==> config.mk <==
export PLATFORM = sky130hd
export DESIGN_NAME = fft_n16_bitrev_reorder
export DESIGN_NICKNAME = d
export VERILOG_FILES = /design/src/rtl/fft_n16_bitrev_reorder.sv
export SDC_FILE = /design/constraint.sdc
export NUM_CORES = 1
export LEC_CHECK = 0
export ABC_AREA = 1
export BUFFER_PORTS_ARGS = -buffer_cell sky130_fd_sc_hd__buf_2
export CORE_MARGIN = 5
export CORE_UTILIZATION = 55
export CTS_CLUSTER_DIAMETER = 50
export DETAILED_ROUTE_END_ITERATION = 16
export MAX_ROUTING_LAYER = met4
export PLACE_DENSITY_LB_ADDON = 0.15
export SYNTH_ARGS = -nofsm -noshare
export SYNTH_HDL_FRONTEND = slang
export SYNTH_SLANG_ARGS = --single-unit
==> constraint.sdc <==
create_clock -name clk -period 11.6 [get_ports clk]
set_input_delay 2.32 -clock clk [delete_from_list [all_inputs] [get_ports clk]]
set_output_delay 2.32 -clock clk [all_outputs]
set_load 0.03 [all_outputs]
==> src/rtl/fft_n16_bitrev_reorder.sv <==
// Ping-pong reorder buffer: bit-reversed 16-point FFT frames in, natural bin order out.
// Output is registered one cycle after the read address; there is no backpressure.
module fft_n16_bitrev_reorder #(
  parameter int W = 16
) (
  input  logic           clk,
  input  logic           rst,
  input  logic           i_valid,
  input  logic [2*W-1:0] i_data,
  output logic           o_valid,
  output logic [2*W-1:0] o_data,
  output logic [3:0]     o_index,
  output logic           o_last,
  output logic           o_busy
);

  typedef enum logic {IDLE, READ} state_t;

  state_t         state_q, state_d;
  logic [3:0]     wr_cnt_q, wr_cnt_d;
  logic           wr_bank_q, wr_bank_d;
  logic [1:0]     full_q, full_d;
  logic           rd_bank_q, rd_bank_d;
  logic [3:0]     rd_cnt_q, rd_cnt_d;
  logic           o_valid_d;
  logic [2*W-1:0] o_data_d;
  logic [3:0]     o_index_d;
  logic           o_last_d;
  logic [3:0]     wr_addr;

  logic [2*W-1:0] mem_q [2][16];

  assign wr_addr = {wr_cnt_q[0], wr_cnt_q[1], wr_cnt_q[2], wr_cnt_q[3]};
  assign o_busy  = (state_q == READ) | (|full_q);

  // Storage is deliberately left out of reset.
  always_ff @(posedge clk) begin
    if (i_valid) begin
      mem_q[wr_bank_q][wr_addr] <= i_data;
    end
  end

  always_comb begin
    state_d   = state_q;
    wr_cnt_d  = wr_cnt_q;
    wr_bank_d = wr_bank_q;
    full_d    = full_q;
    rd_bank_d = rd_bank_q;
    rd_cnt_d  = rd_cnt_q;
    o_valid_d = 1'b0;
    o_data_d  = o_data;
    o_index_d = o_index;
    o_last_d  = 1'b0;

    case (state_q)
      IDLE: begin
        if (full_q[rd_bank_q]) begin
          state_d  = READ;
          rd_cnt_d = 4'd0;
        end
      end
      READ: begin
        o_valid_d = 1'b1;
        o_data_d  = mem_q[rd_bank_q][rd_cnt_q];
        o_index_d = rd_cnt_q;
        o_last_d  = (rd_cnt_q == 4'd15);
        rd_cnt_d  = rd_cnt_q + 4'd1;
        if (rd_cnt_q == 4'd15) begin
          full_d[rd_bank_q] = 1'b0;
          rd_bank_d         = ~rd_bank_q;
          if (!full_q[~rd_bank_q]) begin
            state_d = IDLE;
          end
        end
      end
      default: state_d = IDLE;
    endcase

    // Applied after the read-side clear so a same-edge set takes priority.
    if (i_valid) begin
      wr_cnt_d = wr_cnt_q + 4'd1;
      if (wr_cnt_q == 4'd15) begin
        full_d[wr_bank_q] = 1'b1;
        wr_bank_d         = ~wr_bank_q;
      end
    end
  end

  always_ff @(posedge clk) begin
    if (rst) begin
      state_q   <= IDLE;
      wr_cnt_q  <= 4'd0;
      wr_bank_q <= 1'b0;
      full_q    <= 2'b00;
      rd_bank_q <= 1'b0;
      rd_cnt_q  <= 4'd0;
      o_valid   <= 1'b0;
      o_data    <= '0;
      o_index   <= 4'd0;
      o_last    <= 1'b0;
    end else begin
      state_q   <= state_d;
      wr_cnt_q  <= wr_cnt_d;
      wr_bank_q <= wr_bank_d;
      full_q    <= full_d;
      rd_bank_q <= rd_bank_d;
      rd_cnt_q  <= rd_cnt_d;
      o_valid   <= o_valid_d;
      o_data    <= o_data_d;
      o_index   <= o_index_d;
      o_last    <= o_last_d;
    end
  end

endmodule

== Word level (Yosys, flattened, before mapping) ==
Memories as Yosys holds them, arrays and structs flattened. A register that Yosys moved wholly into a read port is not among the register bits.
Cells that the tools add are included.

* Bits in registers: 51
* RAM bits: 1024
* Bits of input ports: 35
* Output and inout bits: 39
* Word-level logic and storage cells: 68
* Memories kept: 1

{| class="wikitable"
|+ Memories
! name !! depth !! bits a word !! rd ports !! clocked after memory_dff !! write ports !! RTL line !! source
|-
| mem_q || 2 || 512 || 1 || 1 || 1 || 31 || <nowiki>logic [2*W-1:0] mem_q [2][16];</nowiki>
|}

* Add/subtract/negate cells: 2
* Magnitude comparators: 8
* Eq/ne operators: 3
* Mux-type cells: 28
* Bitwise logic cells: 9
* Reductions and logical operators: 7

{| class="wikitable"
|+ Operator list
! operator !! count
|-
| 2-to-1 mux 512 bit || 1
|-
| binary-select mux 32 bit (select 4 bit) || 1
|-
| demux 32 bit (select 4 bit) || 1
|-
| 2-to-1 mux 32 bit || 3
|-
| 2-to-1 mux 1 bit || 13
|-
| greater-or-equal comparator 5 bit, second input constant || 2
|-
| inverter 4 -> 5 bit || 2
|-
| adder 4 x 1 -> 4 bit, second input constant || 2
|-
| equality test 4 bit, second input constant || 2
|-
| 2-to-1 mux 2 bit || 4
|-
| one-hot mux 4 bit (2 select lines) || 1
|-
| less-than comparator 1 x 2 -> 1 bit, second input constant || 3
|-
| less-than comparator 5 x 1 -> 1 bit, second input constant || 1
|-
| 2-to-1 mux 4 bit || 1
|-
| AND reduction 2 bit || 2
|-
| OR reduction 2 bit || 2
|-
| logical AND 1 bit || 3
|-
| inverter 1 bit || 3
|-
| AND 2 bit || 1
|-
| demux 1 bit (select 1 bit) || 2
|-
| greater-or-equal comparator 1 bit, second input constant || 2
|-
| inequality test 2 bit, second input constant || 1
|-
| inverter 2 bit || 1
|-
| OR 2 bit || 1
|-
| other kinds (2) || 2
|}

== Logic depth before layout (Yosys ltp) ==
Gate-level depths: netlist of run 1.

* Depth after elaboration: 11
* Gate-level depth with buffers: 14
* Gate-level depth less buffers: 11

== Least setup slack after synthesis of run 1 ==
Ideal clock, no wire load.

* Kind: in2reg
* Start point: input port i_valid
* End point: memory mem_q[0][128] (netlist bit) (enable)
* Library setup time: 0.461 ns
* Arrival: 5.034 ns
* Data required time: 11.139 ns
* Path slack: 6.105 ns
* Stages on the path: 3
* Path buffers: 1
* Cells stage by stage: clkbuf_1 nand2_1 nor3_1

* Word-level cells in the longest chain between the ends: 2

{| class="wikitable"
|+ Ends and longest elaborated chain
! what !! RTL line !! source
|-
| start: declaration || 8 || <nowiki>input logic i_valid,</nowiki>
|-
| 2-to-1 mux 1 bit || 38 || <nowiki>if (i_valid) begin</nowiki>
|-
| 2-to-1 mux 512 bit (not written as such) || 39 || <nowiki>mem_q[wr_bank_q][wr_addr] <= i_data;</nowiki>
|-
| end: declaration || 31 ||
|}

No other way between the ends.

==> impl_metrics.yaml, run 1 <==
grt:
  overflow: 0
  grt_antenna_before_repair: 5
  grt_pass1_wl_um: 180000
  grt_pass1_vias: 28400
  grt_max_degree: 202
  grt_usage: 0.276
route:
  drt_iter0_markers: 3118
  wirelength_um: 121000
  route.detailed.drc: 0
  vias: 30400
  vias_per_cell: 5.47
  detail_route.wl_per_cell_um: 21.8
  dr.pass1.iters: 6
  antenna_left: 0
floorplanning:
  die_w_um: 298
  pin_count: 74
  die_area_um2: 89000
  core_area_um2: 82200
  chipHeight_um: 298
  start_util: 0.556
  row_count: 105
clock_network:
  clkLatencyLatePin_ps: 690
  hold_buffers: 0
  clock-root-buffer: "clkbuf_16"
  cts_resized: 0
  postCtsSetupBuffers: 0
  h-tree-depth: 3
  tritoncts: "yes"
  cts.sink_count: 1076
  path_clk_slew_ps: 60
  cts_buffers: 119
  clk_path_buf_depth: 3
sta:
  finalClockSkew_ps: 16.2
  fmax_ghz: 0.254
  tns_ps: 0
  rsz0062_at_grt: "no"
  finalHoldViolCount: 0
  finalWorstSetupSlack_ps: 7660
  period_needed_ps: 3940
  hold_ws_ps: 509
  slew_viol_final: 0
  max_slew_margin: 0.169
  setup-violations-final: 0
  fin_crit_sh: 0.339
  tightest_slew_ps: 1240
run_status:
  outcome: "complete, no violations"
worst_setup_path:
  crit_arrival_ps: 4560
  crit_path_end_kind: "flip-flop"
  crit_fanout: 187
  path_common_cell: "nand2_1"
  crit_chain: "inv_16, buf_12, buf_4, nand2_1, nand2_1, nand2_1, nand3_1, nand3_1, nand2_1, nand2_1, nand3_1, nand2_1, inv_1"
  critPathKind: "reg -> reg"
  crit_slowest_cell: "buf_4"
  critPathBufInv: 4
  crit_family: "buffers and inverters"
  cp.required_ps: 12220
  start_kind: "flip-flop"
  max_stage_delay_ps: 890
placement:
  place_ws_ps: 7070
  gp_congestion: 0.816
  dpl-instance-area_um2: 46700
  portBuffers: 73
  dpl.hpwl_um: 63600
logic_synthesis:
  yosys_warnings: 0
  synthDistinctLibCells: 22
  syn_area_um2: 45700
  ys_ff_latch: 1076
  synth_fp_nets: 4384
  syn_avg_cell_area_um2: 10.5
  ys_seq_area_frac: 0.695
  synthCells: 4344
power_and_ir_drop:
  p_clk_frac: 0.469
  switching_share: 0.200
  p_leak_uw: 0.0210
  p_sw_uw: 1660
  p_int_uw: 6650
  seq_power_share: 0.514
  power_density_nw_per_um2: 164
  p_total_uw: 8320
  p_comb_frac: 0.017
  peakVddDrop_mv: 0.138
final_layout:
  fill_cells: 6524
  final_area_um2: 50800
  nets: 4414
  area_delta_synth_final_pct: 11.1
  drive_gt1_frac: 0.0848
run:
  drv_cap: 0
worst_hold_path:
  hp-class: "reg -> reg"
through the flow:
stage / utilization / std cells
floorplan: - / 4344
global placement: 0.568 / 5323
detailed placement: 0.568 / 5323
CTS: 0.618 / 5549
global route: 0.618 / 5551
finish: 0.618 / 5551
cell usage in the layout (no fill, tap or decap), types with 3 or more instances in the layout:
cell type | netlist | routed
a21oi_1 | 12 | 12
buf_12 | 0 | 3
buf_2 | 85 | 73
buf_4 | 39 | 64
bufinv_16 | 0 | 17
clkbuf_1 | 41 | 22
clkbuf_16 | 0 | 121
clkbuf_8 | 0 | 10
clkinv_1 | 1 | 8
clkinv_2 | 0 | 27
clkinv_4 | 0 | 6
clkinvlp_4 | 0 | 7
dfxtp_1 | 52 | 48
dfxtp_4 | 0 | 4
edfxtp_1 | 1024 | 1024
ha_1 | 5 | 5
inv_1 | 560 | 556
inv_6 | 0 | 9
inv_8 | 1 | 3
nand2_1 | 1619 | 1619
nand3_1 | 675 | 675
nor2_1 | 91 | 82
nor2_4 | 0 | 9
nor3_1 | 28 | 4
nor3_2 | 0 | 24
o21ai_0 | 38 | 38
state kept, by name, indices dropped and copies added, names as in the netlist, 2 cells and up, named ones only:
| name | cells |
|---|---|
| full_q | 2 |
| mem_q | 1024 |
| o_data | 32 |
| o_index | 4 |
| rd_cnt_q | 4 |
| wr_cnt_q | 4 |
path summary, 6_finish.rpt:
path                                                 to  cells past startpoint  slack, ps                    start
worst min-delay path            o_index[0]$_SDFFE_PP0P_                      2        510  o_index[0]$_SDFFE_PP0P_
worst max-delay path             o_data[4]$_SDFFE_PP0P_                     13       7660                flip-flop
worst max register to register   o_data[4]$_SDFFE_PP0P_                     13       7660                flip-flop
worst min register to register  o_index[0]$_SDFFE_PP0P_                      2        510  o_index[0]$_SDFFE_PP0P_
synth_stat cells:
cell type	count	area (um^2)
nand2_1	1619	6080
edfxtp_1	1024	30700
nand3_1	675	3380
inv_1	560	2100
nor2_1	91	342
buf_2	85	425
dfxtp_1	52	1040
buf_6	51	574
clkbuf_1	41	154
buf_4	39	293
o21ai_0	38	190
nor3_1	28	140
buf_1	15	56.3
a21oi_1	12	60.1
ha_1	5	62.6
nor4_1	2	12.5
o21a_1	2	15.0
a211oi_1	1	7.51
a32o_1	1	10.0
clkinv_1	1	3.75
inv_2	1	3.75
inv_8	1	11.3
cell families after synthesis:
| logic type | after synthesis | share of synthesized area |
|---|---|---|
| AND/OR/NAND/NOR | 2415 | 0.218 |
| buffers and inverters | 794 | 0.0793 |
| flip-flops | 1076 | 0.695 |
| AO/OA/AOI/OAI | 54 | 0.00619 |
| adder cells (fa/ha/maj) | 5 | 0.00137 |
tightest hold or removal path, delay by kind of cell, from the launching register on:
kind | cells | cell delay (ps)
flops | 1 | 320
compound gates | 1 | 70
simple gates | 1 | 90
routing by layer:
| layer | GRT usage | part of all wire | up-vias |
|---|---|---|---|
| li1 | - | - | 14300 |
| met1 | 0.384 | 0.42 | 14600 |
| met2 | 0.428 | 0.47 | 1302 |
| met3 | 0.0443 | 0.086 | 232 |
| met4 | 0.0811 | 0.031 | 0 |
| met5 | - | 0 | - |
power groups by stage:
stage / combinational (uW) / sequential (uW) / clock (uW)
final: 139 / 4270 / 3900
after global routing: 152 / 4270 / 4120
after CTS: 139 / 4270 / 3950
after detailed placement: 139 / 4360 / 0
after global placement: 136 / 4360 / 0
after floorplan: 45.2 / 4360 / 0
final cells by class:
cell class | instances | area, um^2 | area share
sequential | 1076 | 31800 | 0.626
multi-input combinational | 2474 | 10500 | 0.206
clock buffer | 153 | 3250 | 0.0639
inverter | 563 | 2140 | 0.0422
tap | 1070 | 1340 | 0.0264
timing repair buffer | 140 | 906 | 0.0178
clock inverter | 73 | 865 | 0.0170
antenna | 2 | 5.00 | 0.0000985
Power figures use the tool's default switching activity.
==> run 2: changes to the inputs <==
==> constraint.sdc (replaced) <==
create_clock -name clk -period 3.94 [get_ports clk]
set_input_delay 0.788 -clock clk [delete_from_list [all_inputs] [get_ports clk]]
set_output_delay 0.788 -clock clk [all_outputs]
set_load 0.03 [all_outputs]
==> impl_metrics.yaml, run 2 (synthesized netlist as in run 1, its figures left out) <==
power_and_ir_drop:
  p_sw_uw: 4770
  seq_power_share: 0.526
  switching_share: 0.199
  p_comb_frac: 0.016
  power_density_nw_per_um2: 470
  p_clk_frac: 0.458
  p_int_uw: 19200
  peakVddDrop_mv: 0.383
  p_leak_uw: 0.0211
clock_network:
  clock-root-buffer: "clkbuf_16"
  tritoncts: "yes"
  cts_resized: 0
  clk_path_buf_depth: 3
  clkLatencyLatePin_ps: 670
  h-tree-depth: 3
  postCtsSetupBuffers: 0
  hold_buffers: 0
  cts_buffers: 118
  path_clk_slew_ps: 60
  cts.sink_count: 1076
grt:
  grt_usage: 0.281
  grt_pass1_wl_um: 183000
  grt_antenna_before_repair: 5
  grt_pass1_vias: 28900
  grt_max_degree: 164
  overflow: 0
final_layout:
  largest_reg_flops: 1024
  regMostFlops: "mem_q"
  largestRegisters: "mem_q x1024, o_data x32"
  final_cell_mix: "1619 x nand2_1, 1024 x edfxtp_1, 675 x nand3_1"
  area_delta_synth_final_pct: 11.5
  final_common_cell: "nand2_1"
  nets: 4438
  drive_gt1_frac: 0.0879
  final_area_um2: 50900
worst_setup_path:
  r2r_end: "mem_q[1][68]$_DFFE_PP_"
  r2r_slack_ps: 1040
  crit_arrival_ps: 3210
  critPathKind: "reg -> reg"
  cp.required_ps: 4250
  crit_path_end_kind: "flip-flop"
  cp-endpoint: "mem_q[1][68]$_DFFE_PP_"
  start_kind: "flip-flop"
  r2r_start: "wr_bank_q$_SDFFE_PP0P_"
  r2r_cells: 4
  crit_fanout: 23
  cp-startpoint: "wr_bank_q$_SDFFE_PP0P_"
floorplanning:
  die_area_um2: 89000
  start_util: 0.556
  row_count: 105
  core_area_um2: 82200
  chipHeight_um: 298
  pin_count: 74
  die_w_um: 298
placement:
  place_ws_ps: 1090
  portBuffers: 73
  gp_congestion: 0.807
  dpl-instance-area_um2: 47000
  dpl.hpwl_um: 64700
sta:
  period_needed_ps: 2900
  max_slew_margin: 0.288
  finalClockSkew_ps: 16.6
  setup-violations-final: 0
  slew_viol_final: 0
  finalWorstSetupSlack_ps: 1040
  fin_crit_sh: 0.736
  tns_ps: 0
  tightest_slew_ps: 1070
  fmax_ghz: 0.345
  rsz0062_at_grt: "no"
  finalHoldViolCount: 0
route:
  dr.pass1.iters: 6
  vias_per_cell: 5.52
  vias: 30800
  wirelength_um: 122000
  route.detailed.drc: 0
  antenna_left: 0
  drt_iter0_markers: 3559
  detail_route.wl_per_cell_um: 21.9
worst_hold_path:
  whs_path_depth: 3
  hp-class: "in -> reg"
run_status:
  outcome: "complete, no violations"
run:
  drv_cap: 0
-- run 2: routing by layer --
layer	up-vias	share of wire	wire length, um	track usage
li1	14300	-	-	-
met1	14900	0.42	51300	0.398
met2	1302	0.47	57700	0.434
met3	203	0.081	9920	0.0382
met4	0	0.028	3410	0.0778
met5	-	0	0	-
-- run 2: critical path, stage by stage, from the launching register on --
cell     delay, ps
dfxtp_1       1020
inv_1          470
buf_4          340
nor3_2         210
buf_4          470
-- run 2: final cells by class --
type	instances	area, um^2
sequential	1076	31800
antenna	3	7.51
clock buffer	159	3300
inverter	563	2140
tap	1070	1340
clock inverter	66	627
multi-input combinational	2474	10500
fill	6497	31300
timing repair buffer	165	1240
-- run 2: how the worst min path moves through the flow --
stage,to,start
final,wr_cnt_q[0]$_SDFFE_PP0P_,i_valid
after global routing,wr_cnt_q[0]$_SDFFE_PP0P_,i_valid
after CTS,wr_cnt_q[0]$_SDFFE_PP0P_,i_valid
after detailed placement,o_index[0]$_SDFFE_PP0P_,o_index[0]$_SDFFE_PP0P_
after global placement,o_index[0]$_SDFFE_PP0P_,o_index[0]$_SDFFE_PP0P_
after floorplan,rd_cnt_q[3]$_SDFFE_PP0P_,rd_cnt_q[3]$_SDFFE_PP0P_
-- run 2: stage by stage --
stage          total power [uW]  cells  utilization  hold WS (ps)
6_report                  23900   5576        0.620           495
3_5_place_dp              13200   5348        0.572           479
3_3_place_gp              13200   5348        0.572           476
5_1_grt                   24600   5576        0.620           473
2_1_floorplan             13000   4344            -           458
4_1_cts                   24100   5573        0.619           453
-- run 2: power groups by stage --
stage	combinational [uW]	clock, uW	sequential [uW]
after floorplan	133	0	12800
after global placement	384	0	12800
after detailed placement	392	0	12800
after CTS	393	11100	12600
after global routing	432	11600	12600
final	390	11000	12600
